### config.mk
export PLATFORM = sky130hd
export DESIGN_NAME = halfband_mac_scheduler
export DESIGN_NICKNAME = d
export VERILOG_FILES = /design/src/rtl/halfband_mac_scheduler.sv
export SDC_FILE = /design/constraint.sdc
export NUM_CORES = 1
export LEC_CHECK = 0
export ABC_AREA = 1
export BUFFER_PORTS_ARGS = -buffer_cell sky130_fd_sc_hd__buf_2
export CORE_UTILIZATION = 42
export DETAILED_ROUTE_END_ITERATION = 8
export HOLD_SLACK_MARGIN = 0.06
export SETUP_SLACK_MARGIN = 0.05
export SYNTH_ARGS = -nofsm -noshare
export SYNTH_HDL_FRONTEND = slang
export SYNTH_SLANG_ARGS = --single-unit
### constraint.sdc
create_clock -name clk -period 1.8 [get_ports clk]
set_input_delay 0.36 -clock clk [delete_from_list [all_inputs] [get_ports clk]]
set_output_delay 0.36 -clock clk [all_outputs]
set_load 0.02 [all_outputs]
### src/rtl/halfband_mac_scheduler.sv
// -----------------------------------------------------------------------------
// halfband_mac_scheduler
//
// Control and data-staging block for a 2:1 halfband decimator that shares one
// external multiply-accumulator. Samples arrive in pairs. The even sample of
// each pair feeds the phase-0 tap history. The odd sample feeds the centre-tap
// delay line. Once a pair is complete, the block issues NUM_TAPS+1 product
// terms to the MAC. It then rounds and saturates the accumulated result and
// presents it on a backpressured output.
//
// Ports
//   clk          sole clock, rising edge
//   reset        asynchronous, active-low reset
//   valid_in     input sample valid
//   data_in      signed input sample
//   in_ready     sample accepted this cycle (IDLE only)
//   valid_out    decimated output valid
//   data_out     signed decimated output, held until out_ready
//   out_ready    downstream accepts the output
//   cfg_we       coefficient write strobe
//   cfg_addr     0..NUM_TAPS-1 = phase-0 coefficients, NUM_TAPS = centre
//   cfg_data     coefficient value (Q1.15)
//   cfg_ready    coefficient writes accepted (IDLE only)
//   mac_start    a product term is presented
//   mac_first    clear the accumulator before this term
//   mac_last     final term of this output
//   mac_a        sample operand
//   mac_b        coefficient operand
//   mac_ready    MAC accepts the presented term
//   mac_valid    one-cycle pulse: accumulation complete
//   mac_result   signed accumulated sum
// -----------------------------------------------------------------------------
module halfband_mac_scheduler #(
    parameter int SAMPLE_WIDTH = 6,
    parameter int COEF_WIDTH   = 16,
    parameter int NUM_TAPS     = 8,
    parameter int CENTER_DELAY = NUM_TAPS / 2,
    parameter int ACC_WIDTH    = 32,
    parameter int OUT_SHIFT    = 15,
    localparam int ADDR_WIDTH  = $clog2(NUM_TAPS + 1)
) (
    input  logic                    clk,
    input  logic                    reset,
    input  logic                    valid_in,
    input  logic [SAMPLE_WIDTH-1:0] data_in,
    output logic                    in_ready,
    output logic                    valid_out,
    output logic [SAMPLE_WIDTH-1:0] data_out,
    input  logic                    out_ready,
    input  logic                    cfg_we,
    input  logic [ADDR_WIDTH-1:0]   cfg_addr,
    input  logic [COEF_WIDTH-1:0]   cfg_data,
    output logic                    cfg_ready,
    output logic                    mac_start,
    output logic                    mac_first,
    output logic                    mac_last,
    output logic [SAMPLE_WIDTH-1:0] mac_a,
    output logic [COEF_WIDTH-1:0]   mac_b,
    input  logic                    mac_ready,
    input  logic                    mac_valid,
    input  logic [ACC_WIDTH-1:0]    mac_result
);

    localparam int TAP_IDX_W = (NUM_TAPS > 1) ? $clog2(NUM_TAPS) : 1;
    localparam logic [ADDR_WIDTH-1:0] LAST_TERM = ADDR_WIDTH'(NUM_TAPS);

    // Rounding offset and saturation bounds, all at ACC_WIDTH+1 bits so the
    // rounding add can never wrap.
    localparam logic signed [ACC_WIDTH:0] ROUND_C =
        (ACC_WIDTH + 1)'(1'b1) << (OUT_SHIFT - 1);
    localparam logic signed [ACC_WIDTH:0] SAT_MAX =
        ((ACC_WIDTH + 1)'(1'b1) << (SAMPLE_WIDTH - 1)) - (ACC_WIDTH + 1)'(1'b1);
    localparam logic signed [ACC_WIDTH:0] SAT_MIN = ~SAT_MAX;

    typedef enum logic [1:0] {
        ST_IDLE   = 2'd0,
        ST_ISSUE  = 2'd1,
        ST_WAIT   = 2'd2,
        ST_OUTPUT = 2'd3
    } state_t;

    // Round half-up with an arithmetic shift, then clamp into the sample range.
    function automatic logic [SAMPLE_WIDTH-1:0] round_sat(input logic [ACC_WIDTH-1:0] acc);
        logic signed [ACC_WIDTH:0] wide;
        logic signed [ACC_WIDTH:0] shifted;
        logic [SAMPLE_WIDTH-1:0]   res;
        wide    = $signed({acc[ACC_WIDTH-1], acc}) + ROUND_C;
        shifted = wide >>> OUT_SHIFT;
        if (shifted > SAT_MAX) begin
            res = SAT_MAX[SAMPLE_WIDTH-1:0];
        end else if (shifted < SAT_MIN) begin
            res = SAT_MIN[SAMPLE_WIDTH-1:0];
        end else begin
            res = shifted[SAMPLE_WIDTH-1:0];
        end
        return res;
    endfunction

    // State registers
    state_t                  state_q,    state_d;
    logic                    phase_q,    phase_d;
    logic [ADDR_WIDTH-1:0]   term_q,     term_d;
    logic [SAMPLE_WIDTH-1:0] hist_q     [NUM_TAPS];
    logic [SAMPLE_WIDTH-1:0] hist_d     [NUM_TAPS];
    logic [SAMPLE_WIDTH-1:0] ctr_q      [CENTER_DELAY+1];
    logic [SAMPLE_WIDTH-1:0] ctr_d      [CENTER_DELAY+1];
    logic [COEF_WIDTH-1:0]   coef_q     [NUM_TAPS];
    logic [COEF_WIDTH-1:0]   coef_d     [NUM_TAPS];
    logic [COEF_WIDTH-1:0]   coef_ctr_q, coef_ctr_d;

    // Registered outputs
    logic                    in_ready_q,  in_ready_d;
    logic                    cfg_ready_q, cfg_ready_d;
    logic                    valid_out_q, valid_out_d;
    logic [SAMPLE_WIDTH-1:0] data_out_q,  data_out_d;
    logic                    mac_start_q, mac_start_d;
    logic                    mac_first_q, mac_first_d;
    logic                    mac_last_q,  mac_last_d;
    logic [SAMPLE_WIDTH-1:0] mac_a_q,     mac_a_d;
    logic [COEF_WIDTH-1:0]   mac_b_q,     mac_b_d;

    logic in_xfer_s;
    logic cfg_xfer_s;
    logic mac_xfer_s;

    assign in_xfer_s  = valid_in && in_ready_q;
    assign cfg_xfer_s = cfg_we && cfg_ready_q;
    assign mac_xfer_s = mac_start_q && mac_ready;

    // Next-state logic: sample staging, config writes, term sequencing, output.
    always_comb begin
        state_d     = state_q;
        phase_d     = phase_q;
        term_d      = term_q;
        hist_d      = hist_q;
        ctr_d       = ctr_q;
        coef_d      = coef_q;
        coef_ctr_d  = coef_ctr_q;
        valid_out_d = valid_out_q;
        data_out_d  = data_out_q;

        case (state_q)
            ST_IDLE: begin
                if (in_xfer_s) begin
                    if (!phase_q) begin
                        for (int k = NUM_TAPS - 1; k > 0; k--) begin
                            hist_d[k] = hist_q[k-1];
                        end
                        hist_d[0] = data_in;
                    end else begin
                        for (int k = CENTER_DELAY; k > 0; k--) begin
                            ctr_d[k] = ctr_q[k-1];
                        end
                        ctr_d[0] = data_in;
                        // The pair is complete, so start issuing terms.
                        state_d  = ST_ISSUE;
                        term_d   = '0;
                    end
                    phase_d = ~phase_q;
                end else begin
                    phase_d = phase_q;
                end

                // An out-of-range address is dropped rather than aliased.
                if (cfg_xfer_s) begin
                    if (cfg_addr < LAST_TERM) begin
                        coef_d[cfg_addr[TAP_IDX_W-1:0]] = cfg_data;
                    end else if (cfg_addr == LAST_TERM) begin
                        coef_ctr_d = cfg_data;
                    end else begin
                        coef_ctr_d = coef_ctr_q;
                    end
                end else begin
                    coef_ctr_d = coef_ctr_q;
                end
            end

            ST_ISSUE: begin
                if (mac_xfer_s) begin
                    if (term_q == LAST_TERM) begin
                        state_d = ST_WAIT;
                        term_d  = '0;
                    end else begin
                        term_d  = term_q + ADDR_WIDTH'(1'b1);
                    end
                end else begin
                    term_d = term_q;
                end
            end

            ST_WAIT: begin
                if (mac_valid) begin
                    data_out_d  = round_sat(mac_result);
                    valid_out_d = 1'b1;
                    state_d     = ST_OUTPUT;
                end else begin
                    state_d = ST_WAIT;
                end
            end

            ST_OUTPUT: begin
                if (out_ready) begin
                    valid_out_d = 1'b0;
                    state_d     = ST_IDLE;
                end else begin
                    valid_out_d = 1'b1;
                end
            end

            default: begin
                state_d = ST_IDLE;
            end
        endcase
    end

    // Output next-state. MAC operands come from next-state storage, so a term
    // is valid in the first ISSUE cycle even with a zero centre delay.
    always_comb begin
        in_ready_d  = (state_d == ST_IDLE);
        cfg_ready_d = (state_d == ST_IDLE);
        mac_start_d = (state_d == ST_ISSUE);
        mac_first_d = 1'b0;
        mac_last_d  = 1'b0;
        mac_a_d     = '0;
        mac_b_d     = '0;
        if (mac_start_d) begin
            mac_first_d = (term_d == '0);
            if (term_d < LAST_TERM) begin
                mac_a_d = hist_d[term_d[TAP_IDX_W-1:0]];
                mac_b_d = coef_d[term_d[TAP_IDX_W-1:0]];
            end else begin
                mac_a_d    = ctr_d[CENTER_DELAY];
                mac_b_d    = coef_ctr_d;
                mac_last_d = 1'b1;
            end
        end else begin
            mac_first_d = 1'b0;
        end
    end

    // State and output registers with asynchronous clear.
    always_ff @(posedge clk or negedge reset) begin
        if (!reset) begin
            state_q     <= ST_IDLE;
            phase_q     <= 1'b0;
            term_q      <= '0;
            for (int k = 0; k < NUM_TAPS; k++) begin
                hist_q[k] <= '0;
                coef_q[k] <= '0;
            end
            for (int k = 0; k <= CENTER_DELAY; k++) begin
                ctr_q[k] <= '0;
            end
            coef_ctr_q  <= '0;
            in_ready_q  <= 1'b1;
            cfg_ready_q <= 1'b1;
            valid_out_q <= 1'b0;
            data_out_q  <= '0;
            mac_start_q <= 1'b0;
            mac_first_q <= 1'b0;
            mac_last_q  <= 1'b0;
            mac_a_q     <= '0;
            mac_b_q     <= '0;
        end else begin
            state_q     <= state_d;
            phase_q     <= phase_d;
            term_q      <= term_d;
            hist_q      <= hist_d;
            ctr_q       <= ctr_d;
            coef_q      <= coef_d;
            coef_ctr_q  <= coef_ctr_d;
            in_ready_q  <= in_ready_d;
            cfg_ready_q <= cfg_ready_d;
            valid_out_q <= valid_out_d;
            data_out_q  <= data_out_d;
            mac_start_q <= mac_start_d;
            mac_first_q <= mac_first_d;
            mac_last_q  <= mac_last_d;
            mac_a_q     <= mac_a_d;
            mac_b_q     <= mac_b_d;
        end
    end

    assign in_ready  = in_ready_q;
    assign cfg_ready = cfg_ready_q;
    assign valid_out = valid_out_q;
    assign data_out  = data_out_q;
    assign mac_start = mac_start_q;
    assign mac_first = mac_first_q;
    assign mac_last  = mac_last_q;
    assign mac_a     = mac_a_q;
    assign mac_b     = mac_b_q;

endmodule

Word-level counts from Yosys, hierarchy flattened
Index checks and enable logic that the tools add are counted.

storage, ports and cells
  logic and storage cells = 110
  output and inout bits = 34
  flip-flop bits (word level) = 262

operators by class
  magnitude comparators = 7
  bitwise operators = 3
  equal/unequal tests = 7
  muxes and demuxes = 46
  add/sub/neg operators = 2
  reduce and logical (&&, ||, !) cells = 12

operator list
  cell                                                         count
  2-to-1 mux 128 bit                                           3
  2-to-1 mux 16 bit                                            9
  2-to-1 mux 48 bit                                            3
  bitwise mux 128 bit                                          1
  2-to-1 mux 6 bit                                             9
  binary-select mux 16 bit (select 3 bit)                      1
  demux 16 bit (select 3 bit)                                  1
  adder 32 x 16 -> 33 bit, second input constant               1
  binary-select mux 6 bit (select 3 bit)                       1
  > comparator 18 x 6 -> 1 bit, second input constant          1
  less-than comparator 18 x 6 -> 1 bit, second input constant  1
  2-to-1 mux 4 bit                                             4
  2-to-1 mux 2 bit                                             5
  equality test 4 bit, second input constant                   2
  >= comparator 4 bit, second input constant                   2
  less-than comparator 4 bit, second input constant            2
  inverter 3 -> 4 bit                                          2
  one-hot mux 2 bit (4 select lines)                           1
  one-hot mux 4 bit (2 select lines)                           1
  2-to-1 mux 1 bit                                             6
  AND reduction 2 bit                                          3
  adder 4 x 1 -> 4 bit, second input constant                  1
  equality test 2 x 1 -> 1 bit, second input constant          2
  equality test 2 bit, second input constant                   2
  other kinds (9)                                              13

Longest topological paths before layout
  word-level depth = 14
  mapped depth = 15
  mapped depth without buffers = 15

Least setup slack after synthesis
Ideal clock, no wire load.

  path kind = register to register
  start = register cfg_ready_q (netlist: cfg_ready)
  end = register mac_b_q[10] (netlist: mac_b[10])
  arrival = 1.855 ns
  stages on the path, launching flop included = 14
  path slack = -0.168 ns
  period minus slack after synthesis = 1.968 ns
  library setup time = 0.113 ns
  required time = 1.687 ns
  buffers on the path = 2
  path through = dfstp_2 > nand2_1 > o21ai_2 > nand2_2 > nand2_2 > nand2_1 > buf_4 > buf_4 > a21oi_1 > nand2_1 > nand3_1 > nand3_1 > nand2_1 > inv_1

on the way
  longest elaborated chain between the ends = 9
  elaborated cells on any way between the ends = 18

ends and longest elaborated chain
  item                                                  RTL line  RTL
  start: declaration                                    113       logic cfg_ready_q, cfg_ready_d;
  start signal: assignment                              273       cfg_ready_q <= cfg_ready_d;
  logical AND 1 bit                                     -
  2-to-1 mux 4 bit                                      -
  one-hot mux 4 bit (2 select lines)                    -
  inverter 3 -> 4 bit                                   -
  binary-select mux 16 bit (select 3 bit)               230       mac_b_d = coef_d[term_d[TAP_IDX_W-1:0]];
  2-to-1 mux 16 bit (not written as such) (2 in a row)  230
  2-to-1 mux 16 bit                                     228       if (term_d < LAST_TERM) begin
  2-to-1 mux 16 bit (*)                                 226       if (mac_start_d) begin
  via mac_b_d[10]                                       120       logic [COEF_WIDTH-1:0] mac_b_q, mac_b_d;
  end signal: assignment                                280       mac_b_q <= mac_b_d;
  end: declaration                                      120

Mark *: on every way through the listed nets, which the timed path passes. The rest lies on a longest branch. The select of a mux whose other input is x is not followed.
A chain may end at the register's enable or synchronous reset.

Final worst setup path
  start = register cfg_ready_q (netlist: cfg_ready)
  end = register mac_b_q[12] (netlist: mac_b[12])

Same word-level chain as after synthesis.

==> impl_metrics.csv <==
group,metric,value,unit
status,status,"finished with violations",
status,violations,"negative setup slack",
grt,grt-ovfl-total,0,
floorplan,ios,99,
grt,antenna_found_initial,0,
synthesis,netlist.area_leader.share,0.536,
clock_network,cts.sinks,262,
detailed_routing,wl_met3,1670,um
synthesis,synth_top_area_cell,"dfrtp_1",
sta,hold_viol,0,
clock_network,cts_tree,"done",
synthesis,synth_cells,1529,
detailed_routing,top_layer_used,"met4",
critical_path,timing.rr.end,"mac_b[12]",
critical_path,critical_path.startpoint,"cfg_ready",
synthesis,synth_most_common_cell,"nand2_1",
floorplan,die_area,29700,um2
synthesis,ys_top_cells_by_count,"nand2_1 (515), dfrtp_1 (261), nand3_1 (154)",
clock_network,numCtsBuffers,29,
critical_path,worst_setup_path_end_kind,"flop",
floorplan,die_y,172,um
placed_design,hpwl,20200,um
sta,slew_viol_final,0,
finish,filler_cell_count,2595,
finish,num-nets-final,1809,
floorplan,std_cell_rows,61,
sta,rsz0062_at_grt,"true",
placed_design,place_inst,2060,
worst_hold_path,hold_path_class,"in -> reg",
critical_path,reg2reg_slack,-0.22,ns
synthesis,yosysWarningCount,0,
grt,grt.total_usage,0.225,
critical_path,worstSetupEndpoint,"mac_b[12]",
synthesis,synth_area_per_cell,7.97,um2
finish,syn2layout_area_growth,27.5,%
synthesis,synth_nets,1597,
finish,final_cell_count_no_fill,2137,
synthesis,synthFlopType,"dfrtp_1",
power_and_ir_drop,powerDensity,1760,nW/um2
detailed_routing,met2WireLength,15300,um
finish,multi_input_area,4890,um2
finish,drive_gt1_frac,0.204,
synthesis,ys_seq_area_frac,0.538,
power_and_ir_drop,leakagePower,8.07,nW
detailed_routing,dr_total_vias,10700,
clock_network,clk_pin_slew,0.06,ns
detailed_routing,drt_drc_violations_left,0,
grt,grt_pass1_vias,10200,
sta,min_period_over_period,1.12,
job,cap_violations,0,
synthesis,synth-seq-cells,262,
critical_path,reg2regPathDepth,12,
placed_design,portBuffers,84,
detailed_routing,routed_via_density,5.01,
synthesis,async_reset_ff_frac,1.00,
sta,setup_viol,25,
synthesis,synth_area,12200,um2
critical_path,worstSetupPathType,"reg -> reg",
clock_network,clk_latency,0.54,ns
detailed_routing,met1_length,14500,um
detailed_routing,drtIter0Drc,860,
critical_path,critPathArrivalTime,2.44,ns
detailed_routing,ant_nets,0,
sta,fin_worst_skew,0.00802,ns
synthesis,synth_area_leaders,"dfrtp_1 (54%), nand2_1 (16%), nand3_1 (6.3%), o21ai_0 (4.6%), inv_1 (3.8%)",
finish,antenna_cells,0,
sta,layout_min_cycle_time,2.02,ns
grt,grt_max_degree,56,
synthesis,synth_cell_types,37,
detailed_routing,firstDrtPassIters,5,
critical_path,startpoint_type,"flop",
placed_design,place_congestion,0.863,
sta,fmaxAchievable,495,MHz
floorplan,core,28200,um2
detailed_routing,routed_wl,32300,um
grt,grt_pass1_wl,52600,um
critical_path,cp_data_required_time,2.22,ns
floorplan,start_util,0.433,
sta,holdWs,0.0779,ns
finish,register_area,6560,um2
clock_network,htreeDepth,1,
sta,slew_headroom,0.713,
synthesis,synth_edf_count,0,
detailed_routing,wire_per_inst,15.1,um
clock_network,clock_tree.buffer_depth,3,
critical_path,cp_max_fo,48,
clock_network,cts_root_buf,"clkbuf_16",
sta,setup_ws,-0.219,ns
power_and_ir_drop,ir_worst_vdd,892,uV
floorplan,die_w,172,um
sta,worstMarginPinSlew,0.427,ns
critical_path,regToRegStartpoint,"cfg_ready",
worst min-delay path by stage:
stage	slack, ns	cells after the start	to	start
6_report	0.08	3	coef_q[100]	cfg_data[4]
2_1_floorplan	0.06	0	coef_ctr_q[0]	reset
3_3_place_gp	0.28	1	ctr_q[15]	reset
5_1_grt	0.09	3	coef_q[98]	cfg_data[2]
3_5_place_dp	0.29	1	ctr_q[15]	reset
4_1_cts	0.06	3	coef_q[100]	cfg_data[4]
per-layer routing:
| metal | up-vias | track usage |
|---|---|---|
| met4 | 0 | 0.0723 |
| met1 | 5031 | 0.302 |
| li1 | 5344 | - |
| met5 | - | 0 |
| met2 | 264 | 0.377 |
| met3 | 64 | 0.0252 |
cells by family (layout without fill, tap and decap cells):
logic type               count (synthesis)  count (layout)  share of synthesized area
AO/OA/AOI/OAI                          250             250                      0.106
XOR/XNOR                                 4               4                    0.00288
adder cells (fa/ha/maj)                  3               3                    0.00308
buffers and inverters                  209             438                     0.0734
flip-flops                             262             262                      0.538
multiplexers                             6               6                    0.00555
AND/OR/NAND/NOR                        795             796                      0.271
sequential cells by signal (all words and copies together), names as in the netlist:
register	flops
coef_q	128
hist_q	48
ctr_q	30
coef_ctr_q	16
mac_b	16
data_out	6
mac_a	6
term_q	4
state_q	2
cfg_ready	1
mac_first	1
mac_last	1
mac_start	1
phase_q	1
valid_out	1
through the flow:
stage	worst slack (ns)	util	setup TNS [ns]	total power, mW	cell area (um2)
2_1_floorplan	-0.113	-	-2.16	16.7	12200
6_report	-0.219	0.552	-4.39	27.4	15500
5_1_grt	-0.361	0.552	-7.40	29.6	15500
4_1_cts	-0.185	0.547	-3.52	27.3	15400
3_3_place_gp	-0.278	0.501	-6.36	20.7	14100
3_5_place_dp	-0.307	0.501	-6.87	20.9	14100
where the power goes:
| group | leakage, nW | internal [mW] | switching, mW |
|---|---|---|---|
| registers | 3.34 | 8.32 | 0.796 |
| logic | 4.31 | 5.51 | 7.32 |
| clock network | 0.420 | 3.11 | 2.33 |
layout make-up:
class,instances,share of cell area
clock buffers,41,0.0522
repair buffers,258,0.145
inverters,131,0.0321
flip-flops and latches,262,0.422
multi-input cells,1059,0.315
clock inverters,8,0.00338
well taps,378,0.0304
placed cells by master (no fill, tap or decap), types with 5 or more instances in the layout:
master         Yosys  routed
nand2_1          515     502
dfrtp_1          261     260
nand3_1          154     150
buf_4             11     130
o21ai_1           89     126
inv_1            123     122
nor2_1            94      93
buf_2             42      82
o21ai_0          113      72
a21oi_1           35      35
clkbuf_16          0      30
buf_12             0      27
nand2_2            5      16
nand4_1           11      11
inv_2              8       8
clkbuf_1          21       8
mux2_2             6       6
nand3_2            1       6
buf_16             0       6
dlygate4sd3_1      0       6
o21ai_2            1       5
buf_6              2       5
worst max-delay path, cell delays in order (launching register included):
cell	delay [ns]
dfstp_2	0.61
nand2_2	0.10
o21ai_2	0.16
nand2_2	0.10
nand2_2	0.10
nand2_4	0.10
buf_12	0.20
a21oi_1	0.16
nand2_1	0.07
nand3_1	0.07
nand3_1	0.07
nand2_1	0.08
inv_1	0.05
repair_timing:
item                       CTS  global route
setup endpoints to repair   37            59
resized for setup           41            46
cloned                       6             2
pin swaps                    9             3
hold endpoints to repair    39             0
buffers inserted            10             4
hold buffers                 6             0
(Power assumes the default switching activity.)
